### src/rtl/ifu_if.sv
// Fetch-unit bus bundle: instruction-memory request/response, execute redirect, decode output.
interface ifu_if;
    logic        imem_req_valid;
    logic [31:0] imem_req_addr;
    logic        imem_req_ready;
    logic        imem_rsp_valid;
    logic [31:0] imem_rsp_data;
    logic        redirect_valid;
    logic [31:0] redirect_pc;
    logic        out_valid;
    logic [31:0] out_instr;
    logic [31:0] out_pc;
    logic        out_ready;

    modport master (
        output imem_req_valid, imem_req_addr, out_valid, out_instr, out_pc,
        input  imem_req_ready, imem_rsp_valid, imem_rsp_data,
        input  redirect_valid, redirect_pc, out_ready
    );

    modport slave (
        input  imem_req_valid, imem_req_addr, out_valid, out_instr, out_pc,
        output imem_req_ready, imem_rsp_valid, imem_rsp_data,
        output redirect_valid, redirect_pc, out_ready
    );
endinterface

### src/rtl/ifu.sv
// Instruction fetch unit: owns the PC, keeps at most one fetch in flight and
// hands each word to decode; redirects squash whatever fetch is outstanding.
module ifu #(
    parameter logic [31:0] RESET_PC = 32'h8000_0000
) (
    input  logic        clk,
    input  logic        rst,
    ifu_if.master       bus,
    output logic [31:0] fetch_cnt
);
    localparam int unsigned XLEN = 32;

    typedef enum logic [2:0] {
        ST_BOOT,
        ST_REQ,
        ST_WAIT,
        ST_HOLD,
        ST_FLUSH
    } state_e;

    state_e            state_q;
    logic [XLEN-1:0]   pc_q;
    logic [XLEN-1:0]   out_instr_q;
    logic [XLEN-1:0]   out_pc_q;
    logic              out_valid_q;
    logic [XLEN-1:0]   fetch_cnt_q;
    logic [XLEN-1:0]   redir_pc;

    // Redirect targets are forced to word alignment.
    assign redir_pc = {bus.redirect_pc[XLEN-1:2], 2'b00};

    assign bus.imem_req_valid = (state_q == ST_REQ);
    assign bus.imem_req_addr  = pc_q;
    assign bus.out_valid      = out_valid_q;
    assign bus.out_instr      = out_instr_q;
    assign bus.out_pc         = out_pc_q;
    assign fetch_cnt          = fetch_cnt_q;

    // Redirect wins over every other event except in BOOT; stray responses
    // outside WAIT/FLUSH fall through the case arms untouched.
    always_ff @(posedge clk or posedge rst) begin
        if (rst) begin
            state_q     <= ST_BOOT;
            pc_q        <= RESET_PC;
            out_instr_q <= '0;
            out_pc_q    <= RESET_PC;
            out_valid_q <= 1'b0;
            fetch_cnt_q <= '0;
        end else begin
            case (state_q)
                ST_BOOT: begin
                    state_q <= ST_REQ;
                end
                ST_REQ: begin
                    if (bus.redirect_valid) begin
                        pc_q        <= redir_pc;
                        out_valid_q <= 1'b0;
                        state_q     <= bus.imem_req_ready ? ST_FLUSH : ST_REQ;
                    end else if (bus.imem_req_ready) begin
                        state_q <= ST_WAIT;
                    end
                end
                ST_WAIT: begin
                    if (bus.redirect_valid) begin
                        pc_q        <= redir_pc;
                        out_valid_q <= 1'b0;
                        state_q     <= bus.imem_rsp_valid ? ST_REQ : ST_FLUSH;
                    end else if (bus.imem_rsp_valid) begin
                        out_instr_q <= bus.imem_rsp_data;
                        out_pc_q    <= pc_q;
                        out_valid_q <= 1'b1;
                        state_q     <= ST_HOLD;
                    end
                end
                ST_HOLD: begin
                    if (bus.redirect_valid) begin
                        pc_q        <= redir_pc;
                        out_valid_q <= 1'b0;
                        state_q     <= ST_REQ;
                    end else if (bus.out_ready) begin
                        out_valid_q <= 1'b0;
                        pc_q        <= XLEN'(pc_q + XLEN'(4));
                        fetch_cnt_q <= XLEN'(fetch_cnt_q + XLEN'(1));
                        state_q     <= ST_REQ;
                    end
                end
                ST_FLUSH: begin
                    if (bus.redirect_valid) begin
                        pc_q        <= redir_pc;
                        out_valid_q <= 1'b0;
                    end else if (bus.imem_rsp_valid) begin
                        state_q <= ST_REQ;
                    end
                end
                default: begin
                    state_q <= ST_BOOT;
                end
            endcase
        end
    end
endmodule

### src/flat_wrapper.sv
// flat-port wrapper written by rule: the top's interface ports become plain ports
module ifu_flat 
#(
    parameter logic [31:0] RESET_PC = 32'h8000_0000
)
  (clk, rst, fetch_cnt, bus_imem_req_valid, bus_imem_req_addr, bus_out_valid, bus_out_instr, bus_out_pc, bus_imem_req_ready, bus_imem_rsp_valid, bus_imem_rsp_data, bus_redirect_valid, bus_redirect_pc, bus_out_ready);
  ifu_if bus_i ();
  input  logic clk;
  input  logic rst;
  output logic [31:0] fetch_cnt;
  output wire logic [$bits(bus_i.imem_req_valid)-1:0] bus_imem_req_valid;
  output wire logic [$bits(bus_i.imem_req_addr)-1:0] bus_imem_req_addr;
  output wire logic [$bits(bus_i.out_valid)-1:0] bus_out_valid;
  output wire logic [$bits(bus_i.out_instr)-1:0] bus_out_instr;
  output wire logic [$bits(bus_i.out_pc)-1:0] bus_out_pc;
  input wire logic [$bits(bus_i.imem_req_ready)-1:0] bus_imem_req_ready;
  input wire logic [$bits(bus_i.imem_rsp_valid)-1:0] bus_imem_rsp_valid;
  input wire logic [$bits(bus_i.imem_rsp_data)-1:0] bus_imem_rsp_data;
  input wire logic [$bits(bus_i.redirect_valid)-1:0] bus_redirect_valid;
  input wire logic [$bits(bus_i.redirect_pc)-1:0] bus_redirect_pc;
  input wire logic [$bits(bus_i.out_ready)-1:0] bus_out_ready;
  assign bus_imem_req_valid = bus_i.imem_req_valid;
  assign bus_imem_req_addr = bus_i.imem_req_addr;
  assign bus_out_valid = bus_i.out_valid;
  assign bus_out_instr = bus_i.out_instr;
  assign bus_out_pc = bus_i.out_pc;
  assign bus_i.imem_req_ready = bus_imem_req_ready;
  assign bus_i.imem_rsp_valid = bus_imem_rsp_valid;
  assign bus_i.imem_rsp_data = bus_imem_rsp_data;
  assign bus_i.redirect_valid = bus_redirect_valid;
  assign bus_i.redirect_pc = bus_redirect_pc;
  assign bus_i.out_ready = bus_out_ready;
  ifu #(.RESET_PC(RESET_PC)) u_core (.clk(clk), .rst(rst), .bus(bus_i), .fetch_cnt(fetch_cnt));
endmodule
### config.mk
export PLATFORM = sky130hd
export DESIGN_NAME = ifu_flat
export DESIGN_NICKNAME = d
export VERILOG_FILES = /design/src/rtl/ifu_if.sv /design/src/rtl/ifu.sv /design/src/flat_wrapper.sv
export SDC_FILE = /design/constraint.sdc
export NUM_CORES = 1
export LEC_CHECK = 0
export CORE_MARGIN = 5
export CORE_UTILIZATION = 40
export DETAILED_ROUTE_END_ITERATION = 8
export PLACE_DENSITY_LB_ADDON = 0.12
export RECOVER_POWER = 25
export SETUP_SLACK_MARGIN = 0.2
export SLEW_MARGIN = 20
export SYNTH_ARGS = -nofsm -noshare
export SYNTH_HDL_FRONTEND = slang
export SYNTH_SLANG_ARGS = --single-unit
export TNS_END_PERCENT = 10
### constraint.sdc
create_clock -name clk -period 12.43 [get_ports clk]
set_input_delay 2.486 -clock clk [delete_from_list [all_inputs] [get_ports clk]]
set_output_delay 2.486 -clock clk [all_outputs]
set_load 0.02 [all_outputs]
==> flow_metrics.env, run 1 <==
export IMPL_cts_hold_buffers_added=0
export IMPL_utilization_pct=59.07
export IMPL_criticalPathCategory="in -> async"
export IMPL_drc=0
export IMPL_ys_seq_elements=128
export IMPL_drt_iter0_drc=203
export IMPL_report_final_hold_viol_count=0
export IMPL_wirelength_um=16180
export IMPL_cts_tree="done"
export IMPL_p_leak_uw=0.003585
export IMPL_num_rows=44
export IMPL_wl_per_cell_um=17.74
export IMPL_ir_drop_uv=125.9
export IMPL_cts_setup_buffers=0
export IMPL_end_kind="asynchronous set/reset pin"
export IMPL_slew_viol_final=67
export IMPL_max_stage_delay_ps=1600
export IMPL_finalWorstSetupSlack_ps=7286
export IMPL_status="finished with violations"
export IMPL_yosys_area_share_simple_pct=14.60
export IMPL_max_slew_margin_pct=-89.24
export IMPL_yosys_cell_types_count=57
export IMPL_mostFrequentLayoutCell="clkdlybuf4s50_1"
export IMPL_clockBufferDepth=2
export IMPL_vias=4925
export IMPL_path_buf_inv=3
export IMPL_synth_top_family_by_area="simple AND/OR/NAND/NOR gates"
export IMPL_maxCapViolCount=1
export IMPL_numPortBuffers=193
export IMPL_core_area_mm2=0.01453
export IMPL_yosysTopAreaCell="dfrtp_1"
export IMPL_clock_latency_ps=420
export IMPL_hpwl_um=11330
export IMPL_crit_required_ps=12870
export IMPL_min_delay_start="u_core.fetch_cnt[31]"
export IMPL_viasPerCell=5.400
export IMPL_setup_viol=0
export IMPL_ant_nets=0
export IMPL_path_max_fanout=66
export IMPL_cts_max_level=4
export IMPL_grt_overflow=0
export IMPL_synth_area_leaders="dfrtp_1, mux2_2, xnor2_1, a21oi_1, nand3_1"
export IMPL_nNetsFinal=788
export IMPL_die_w_um=131.8
export IMPL_slowest_stage="clkinvlp_2"
export IMPL_crit_arrival_ps=5590
export IMPL_dieArea_mm2=0.01736
export IMPL_grt_pass1_wl_um=26730
export IMPL_powerDensity_mw_per_mm2=255.2
export IMPL_finalCriticalPeriod_ps=5144
export IMPL_ios=200
export IMPL_worstPathCellList="dlygate4sd3_1 -> clkinvlp_2 -> buf_4"
export IMPL_dr_pass1_iters=4
export IMPL_synth_avg_cell_area_um2=11.25
export IMPL_cp_num_cells=3
export IMPL_antenna_found_initial=0
export IMPL_worstHoldPathCells=1
export IMPL_drive_above_1_share_pct=15.66
export IMPL_die_h_um=131.8
export IMPL_final_cell_mix="clkdlybuf4s50_1, dfrtp_1, mux2_2"
export IMPL_worst_r2r_cell_count=6
export IMPL_clkSlewWorstSetupHoldPaths_ps=50
export IMPL_r2r_start="u_core.state_q[0]"
export IMPL_place_ws_ps=7325
export IMPL_dpl_cell_area_mm2=0.008003
export IMPL_grt_usage_pct=18.64
export IMPL_post_cts_resize_count=0
export IMPL_yosys_area_share_adder_pct=0.4219
export IMPL_ys_seq_area_share_pct=54.05
export IMPL_yosysWarnings=0
export IMPL_fin_skew_ps=7.900
export IMPL_gp_congestion=0.8021
export IMPL_clock_sinks=128
export IMPL_worst_hold_slack_ps=471.1
export IMPL_postSynth_asyncResetShare_pct=100.0
export IMPL_cts_root_buf="clkbuf_16"
export IMPL_startpoint_type="input port"
export IMPL_synthesis_instances=527
export IMPL_synth_top_area_share_pct=53.16
export IMPL_finalInstanceArea_mm2=0.008584
export IMPL_ys_flop_type="dfrtp_1"
export IMPL_fin_tns_setup_ps=0
export IMPL_fmax_mhz=194.4
export IMPL_start_util_pct=40.81
export IMPL_synth_xor_area_share_pct=4.726
export IMPL_path_delay_family="buffers and inverters"
export IMPL_violations="max-capacitance violations, max-slew violations"
export IMPL_rsz0062_at_grt="false"
export IMPL_synth_edff_count=0
export IMPL_finalCritPeriodShare_pct=41.38
export IMPL_cts_buffers=17
export IMPL_grt_max_degree=67
export IMPL_tightest_slew_ps=2823
export IMPL_syn_to_final_growth_pct=44.75
export IMPL_crit_start="rst"
export IMPL_antenna_cells=0
export IMPL_syn_area_mm2=0.005931
export IMPL_synth_compound_area_share_pct=11.12
export IMPL_synth_mux_area_fraction_pct=11.77
export IMPL_hold_path_class="reg -> reg"
export IMPL_first_global_vias=5101
-- per-layer routing --
layer	vias up	share of wire, %	global-route usage (%)
met2	155	47	29.85
met1	2443	45	23.83
met3	17	7.0	6.145
met4	0	1.0	6.400
li1	2310	-	-
met5	-	0	0
-- kinds of logic (layout without fill, tap and decap cells) --
| group | after synthesis | in the layout |
|---|---|---|
| xor gates and xnor gates | 32 | 32 |
| other | 1 | 4 |
| muxes | 62 | 62 |
| buffers and inverters | 39 | 237 |
| AOI/OAI and AO/OA | 101 | 101 |
| and+or+nand+nor | 162 | 162 |
| adders and majority gates | 2 | 2 |
| DFF | 128 | 128 |
-- stage by stage --
step                std cells  power, uW
floorplan                 530       1263
global placement          881       1700
detailed placement        881       1724
CTS                       912       2232
global route              912       2316
finish                    912       2191
-- cells in the mapped netlist (10+ instances only) --
| master | count |
|---|---|
| dfrtp_1 | 126 |
| mux2_2 | 62 |
| nand2_1 | 35 |
| a21oi_1 | 32 |
| nor2_1 | 31 |
| nand3_1 | 27 |
| xnor2_1 | 23 |
| o21ai_0 | 22 |
| nand4_1 | 20 |
| clkbuf_1 | 14 |
| and3_1 | 11 |
| inv_1 | 10 |
-- area by class of cell --
cell class	instances	area (um^2)
tap	184	230.2
clock buffer	19	442.9
sequential	128	3206
inverter	10	38.79
multi-input combinational	363	2570
fill	1264	5949
clock inverter	12	142.6
timing repair buffer	196	1954
-- power by group --
part	internal, uW	switching [uW]
Combinational	456	495
Sequential	581	161
Clock	317	181
-- registers in the layout, indices dropped and copies added (netlist names) --
name	flops
u_core.bus.out_instr	32
u_core.fetch_cnt	32
u_core.bus.imem_req_addr	30
u_core.bus.out_pc	30
u_core.state_q	3
u_core.bus.out_valid	1
-- final timing paths --
kind	endpoint	slack, ps
hold / removal	u_core.fetch_cnt[31]	470
max in group clk	u_core.bus.out_instr[13]	7740
min in group asynchronous	u_core.fetch_cnt[6]	3330
setup / recovery	u_core.bus.out_pc[9]	7290
hold reg to reg	u_core.fetch_cnt[31]	470
setup reg to reg	u_core.bus.imem_req_addr[28]	9920
Power figures use the tool's default switching activity.
==> run 2, diff against run 1 <==
clock period = 5.1 ns   (was 12.43 ns; I/O delays follow)
==> flow_metrics.env, run 2 (same netlist as run 1, synthesis figures left out) <==
export IMPL_whs_endpoint="u_core.fetch_cnt[31]"
export IMPL_antenna_cells=0
export IMPL_violations="max-capacitance violations, max-slew violations"
export IMPL_hold_path_class="reg -> reg"
export IMPL_ant_nets=0
export IMPL_path_buf_inv=1
export IMPL_cts_max_level=4
export IMPL_grt_pass1_wl_um=26700
export IMPL_finalInstanceArea_mm2=0.008572
export IMPL_ios=200
export IMPL_dieArea_mm2=0.01736
export IMPL_min_delay_start="u_core.fetch_cnt[31]"
export IMPL_grt_usage_pct=18.75
export IMPL_die_w_um=131.8
export IMPL_finalCriticalPeriod_ps=3152
export IMPL_cts_tree="done"
export IMPL_wirelength_um=16160
export IMPL_cp_num_cells=4
export IMPL_hpwl_um=11400
export IMPL_grt_overflow=0
export IMPL_ir_drop_uv=378.4
export IMPL_num_rows=44
export IMPL_antenna_found_initial=0
export IMPL_dpl_cell_area_mm2=0.008003
export IMPL_cts_setup_buffers=0
export IMPL_grt_max_degree=106
export IMPL_clockBufferDepth=2
export IMPL_fmax_mhz=317.2
export IMPL_vias=4917
export IMPL_slew_viol_final=106
export IMPL_slowest_stage="nand3_4"
export IMPL_worst_r2r_cell_count=6
export IMPL_cts_hold_buffers_added=0
export IMPL_cts_root_buf="clkbuf_16"
export IMPL_r2r_start="u_core.state_q[0]"
export IMPL_mostFrequentLayoutCell="clkdlybuf4s50_1"
export IMPL_clock_sinks=128
export IMPL_p_leak_uw=0.003542
export IMPL_maxCapViolCount=1
export IMPL_max_slew_margin_pct=-46.98
export IMPL_drive_above_1_share_pct=15.29
export IMPL_status="finished with violations"
export IMPL_r2r_end="u_core.bus.imem_req_addr[23]"
export IMPL_setup_viol=0
export IMPL_drc=0
export IMPL_syn_to_final_growth_pct=44.54
export IMPL_viasPerCell=5.403
export IMPL_core_area_mm2=0.01453
export IMPL_max_stage_delay_ps=730
export IMPL_rsz0062_at_grt="false"
export IMPL_path_delay_family="simple AND/OR/NAND/NOR gates"
export IMPL_clkSlewWorstSetupHoldPaths_ps=50
export IMPL_die_h_um=131.8
export IMPL_drt_iter0_drc=278
export IMPL_path_max_fanout=63
export IMPL_startpoint_type="input port"
export IMPL_finalCritPeriodShare_pct=61.81
export IMPL_nNetsFinal=788
export IMPL_first_global_vias=4972
export IMPL_worstPathCellList="clkdlybuf4s50_1 -> nor3b_2 -> nand3_4 -> mux2_2"
export IMPL_post_cts_resize_count=0
export IMPL_gp_congestion=0.7954
export IMPL_criticalPathCategory="in -> reg"
export IMPL_report_final_hold_viol_count=0
export IMPL_tightest_slew_ps=2205
export IMPL_end_kind="flop"
export IMPL_dpl_cell_count=881
export IMPL_clock_latency_ps=410
export IMPL_final_cell_mix="clkdlybuf4s50_1, dfrtp_1, mux2_2"
export IMPL_dr_pass1_iters=5
export IMPL_r2r_slack_ps=2580
export IMPL_fin_skew_ps=7.207
export IMPL_wl_per_cell_um=17.76
export IMPL_crit_arrival_ps=3440
export IMPL_start_util_pct=40.81
export IMPL_crit_required_ps=5380
export IMPL_powerDensity_mw_per_mm2=624.8
export IMPL_cts_buffers=17
export IMPL_worstHoldPathCells=1
export IMPL_fin_tns_setup_ps=0
export IMPL_numPortBuffers=193
export IMPL_layoutNonFillerInstCount=910
==> run 2: cell count changes in the layout (fill, tap and decap cells not counted), moves of 3 or more <==
cell	change
clkdlybuf4s50_1	+30
dlygate4sd3_1	-30
clkbuf_8	+3
clkinv_2	-3
==> run 2: power breakdown <==
part / total, uW / switching [uW] / leakage (uW) / internal (uW)
Sequential: 1820 / 403 / 0.00160 / 1420
Clock: 1170 / 414 / 0.000281 / 760
Combinational: 2360 / 1210 / 0.00166 / 1150
Total: 5360 / 2030 / 0.00354 / 3330
==> run 2: worst max-delay path by stage <==
stage / startpoint / end / slack, ps
3_5_place_dp: bus_redirect_valid / u_core.bus.out_instr[15] / 1470
4_1_cts: bus_redirect_valid / u_core.bus.out_instr[6] / 1920
6_report: bus_redirect_valid / u_core.bus.out_instr[26] / 1950
2_1_floorplan: rst / u_core.bus.imem_req_addr[10] / 670
3_3_place_gp: bus_redirect_valid / u_core.bus.out_instr[10] / 1550
5_1_grt: rst / u_core.state_q[1] / 1620
==> run 2: stage by stage <==
stage / power (uW) / worst slack, ps / hold WS, ps / util, %
2_1_floorplan: 3079 / 670.7 / 532.9 / -
3_3_place_gp: 4144 / 1546 / 458.8 / 55.06
3_5_place_dp: 4206 / 1468 / 470.6 / 55.06
4_1_cts: 5411 / 1919 / 477.5 / 58.99
5_1_grt: 5664 / 1620 / 503.9 / 58.98
6_report: 5356 / 1948 / 476.5 / 58.98
==> run 2: layout make-up <==
type	count	area, um^2
clock buffers	23	488.0
clock inverters	6	82.58
fillers	1231	5962
inverters	10	41.29
multi-input cells	363	2570
flip-flops and latches	128	3206
well taps	184	230.2
repair buffers	196	1954
==> run 2: per-layer routing <==
layer	routed length [um]	track usage (%)	vias up
met5	0	0	-
met4	178	5.771	0
li1	-	-	2309
met1	6981	24.72	2413
met2	7911	29.54	178
met3	1087	6.107	17
==> run 3, diff against run 2 <==
clock period = 3.15 ns   (was 5.1 ns; I/O delays follow)
==> flow_metrics.env, run 3 (same netlist as run 1, synthesis figures left out) <==
export IMPL_min_delay_start="u_core.fetch_cnt[31]"
export IMPL_hpwl_um=11680
export IMPL_antenna_cells=0
export IMPL_nNetsFinal=795
export IMPL_clock_latency_ps=410
export IMPL_place_ws_ps=239.0
export IMPL_drt_iter0_drc=215
export IMPL_path_delay_family="buffers and inverters"
export IMPL_start_util_pct=40.81
export IMPL_startpoint_type="flop"
export IMPL_antenna_found_initial=0
export IMPL_path_buf_inv=1
export IMPL_max_slew_margin_pct=16.40
export IMPL_clock_sinks=128
export IMPL_ir_drop_uv=507.5
export IMPL_grt_max_degree=53
export IMPL_drive_above_1_share_pct=16.33
export IMPL_grt_pass1_wl_um=26920
export IMPL_cts_max_level=4
export IMPL_fin_tns_setup_ps=0
export IMPL_slew_viol_final=0
export IMPL_path_max_fanout=15
export IMPL_dieArea_mm2=0.01736
export IMPL_dr_pass1_iters=5
export IMPL_ios=200
export IMPL_viasPerCell=5.385
export IMPL_status="finished, final reports clean"
export IMPL_maxCapViolCount=0
export IMPL_cts_buffers=17
export IMPL_syn_to_final_growth_pct=46.90
export IMPL_ff_latch_area_mm2=0.003206
export IMPL_die_h_um=131.8
export IMPL_cts_tree="done"
export IMPL_num_rows=44
export IMPL_gp_congestion=0.8172
export IMPL_drc=0
export IMPL_cts_hold_buffers_added=0
export IMPL_worstPathCellList="nand2b_1 -> nor2_1 -> clkdlybuf4s50_1"
export IMPL_ant_nets=0
export IMPL_mostFrequentLayoutCell="clkdlybuf4s50_1"
export IMPL_vias=4949
export IMPL_wirelength_um=16200
export IMPL_final_cell_mix="clkdlybuf4s50_1, dfrtp_1, mux2_2"
export IMPL_first_global_vias=5100
export IMPL_powerDensity_mw_per_mm2=1015
export IMPL_numPortBuffers=193
export IMPL_tightest_slew_ps=1247
export IMPL_slowest_stage="clkdlybuf4s50_1"
export IMPL_r2r_start="u_core.bus.imem_req_addr[2]"
export IMPL_report_final_hold_viol_count=0
export IMPL_fillers=1220
export IMPL_cts_root_buf="clkbuf_16"
export IMPL_utilization_pct=59.94
export IMPL_hold_path_class="reg -> reg"
export IMPL_dpl_cell_count=888
export IMPL_crit_start="u_core.state_q[0]"
export IMPL_criticalPathCategory="reg -> out"
export IMPL_p_leak_uw=0.003612
export IMPL_grt_overflow=0
export IMPL_fin_skew_ps=8.075
export IMPL_crit_required_ps=2520
export IMPL_layoutNonFillerInstCount=919
export IMPL_finalCriticalPeriod_ps=2546
export IMPL_core_area_mm2=0.01453
export IMPL_finalCritPeriodShare_pct=80.83
export IMPL_fmax_mhz=392.8
export IMPL_cts_setup_buffers=0
export IMPL_clkSlewWorstSetupHoldPaths_ps=60
export IMPL_post_cts_resize_count=0
export IMPL_end_kind="primary output"
export IMPL_wl_per_cell_um=17.63
export IMPL_rsz0062_at_grt="false"
export IMPL_grt_usage_pct=18.74
export IMPL_worst_hold_slack_ps=469.2
export IMPL_finalWorstSetupSlack_ps=603.9
export IMPL_setup_viol=0
export IMPL_clockBufferDepth=2
export IMPL_max_stage_delay_ps=630
export IMPL_die_w_um=131.8
export IMPL_crit_arrival_ps=1920
export IMPL_multi_input_area_mm2=0.002570
## run 3: changes by cell type in the layout (fill, tap and decap cells not counted)
cell / previous run / this run
buf_12: 0 / 4
buf_4: 3 / 6
bufinv_16: 2 / 4
clkbuf_8: 4 / 1
clkinv_2: 3 / 4
clkinv_4: 0 / 1
clkinvlp_2: 0 / 1
## run 3: routing by layer
metal / GRT usage, % / part of all wire [%]
met5: 0 / 0
met4: 5.543 / 0.96
met3: 6.489 / 7.4
met2: 29.97 / 48
met1: 24.17 / 44
## run 3: final timing paths
kind / end / slack (ps) / cells past startpoint
max: bus_imem_req_valid / 600 / 3
min: u_core.fetch_cnt[31] / 470 / 1
max reg2reg: u_core.bus.imem_req_addr[30] / 850 / 6
min reg2reg: u_core.fetch_cnt[31] / 470 / 1
max in group asynchronous: u_core.bus.imem_req_addr[31] / 1360 / 3
min in group asynchronous: u_core.bus.out_instr[2] / 950 / 2
## run 3: through the flow
step | instance area (um^2) | power [uW]
3_5_place_dp | 8104 | 6858
5_1_grt | 8712 | 9364
4_1_cts | 8715 | 8928
2_1_floorplan | 5946 | 4986
6_report | 8712 | 8842
3_3_place_gp | 8104 | 6747
## run 3: layout make-up
type                            instances  area share [%]
Sequential cell                       128           36.79
Multi-Input combinational cell        363           29.50
Timing Repair Buffer                  203           23.61
Clock buffer                           20           5.127
Tap cell                              184           2.643
Clock inverter                         11           1.881
Inverter                               10          0.4452
## run 3: power by group
group	switching (uW)	internal, uW
clock network	702	1330
registers	650	2290
logic	1960	1900
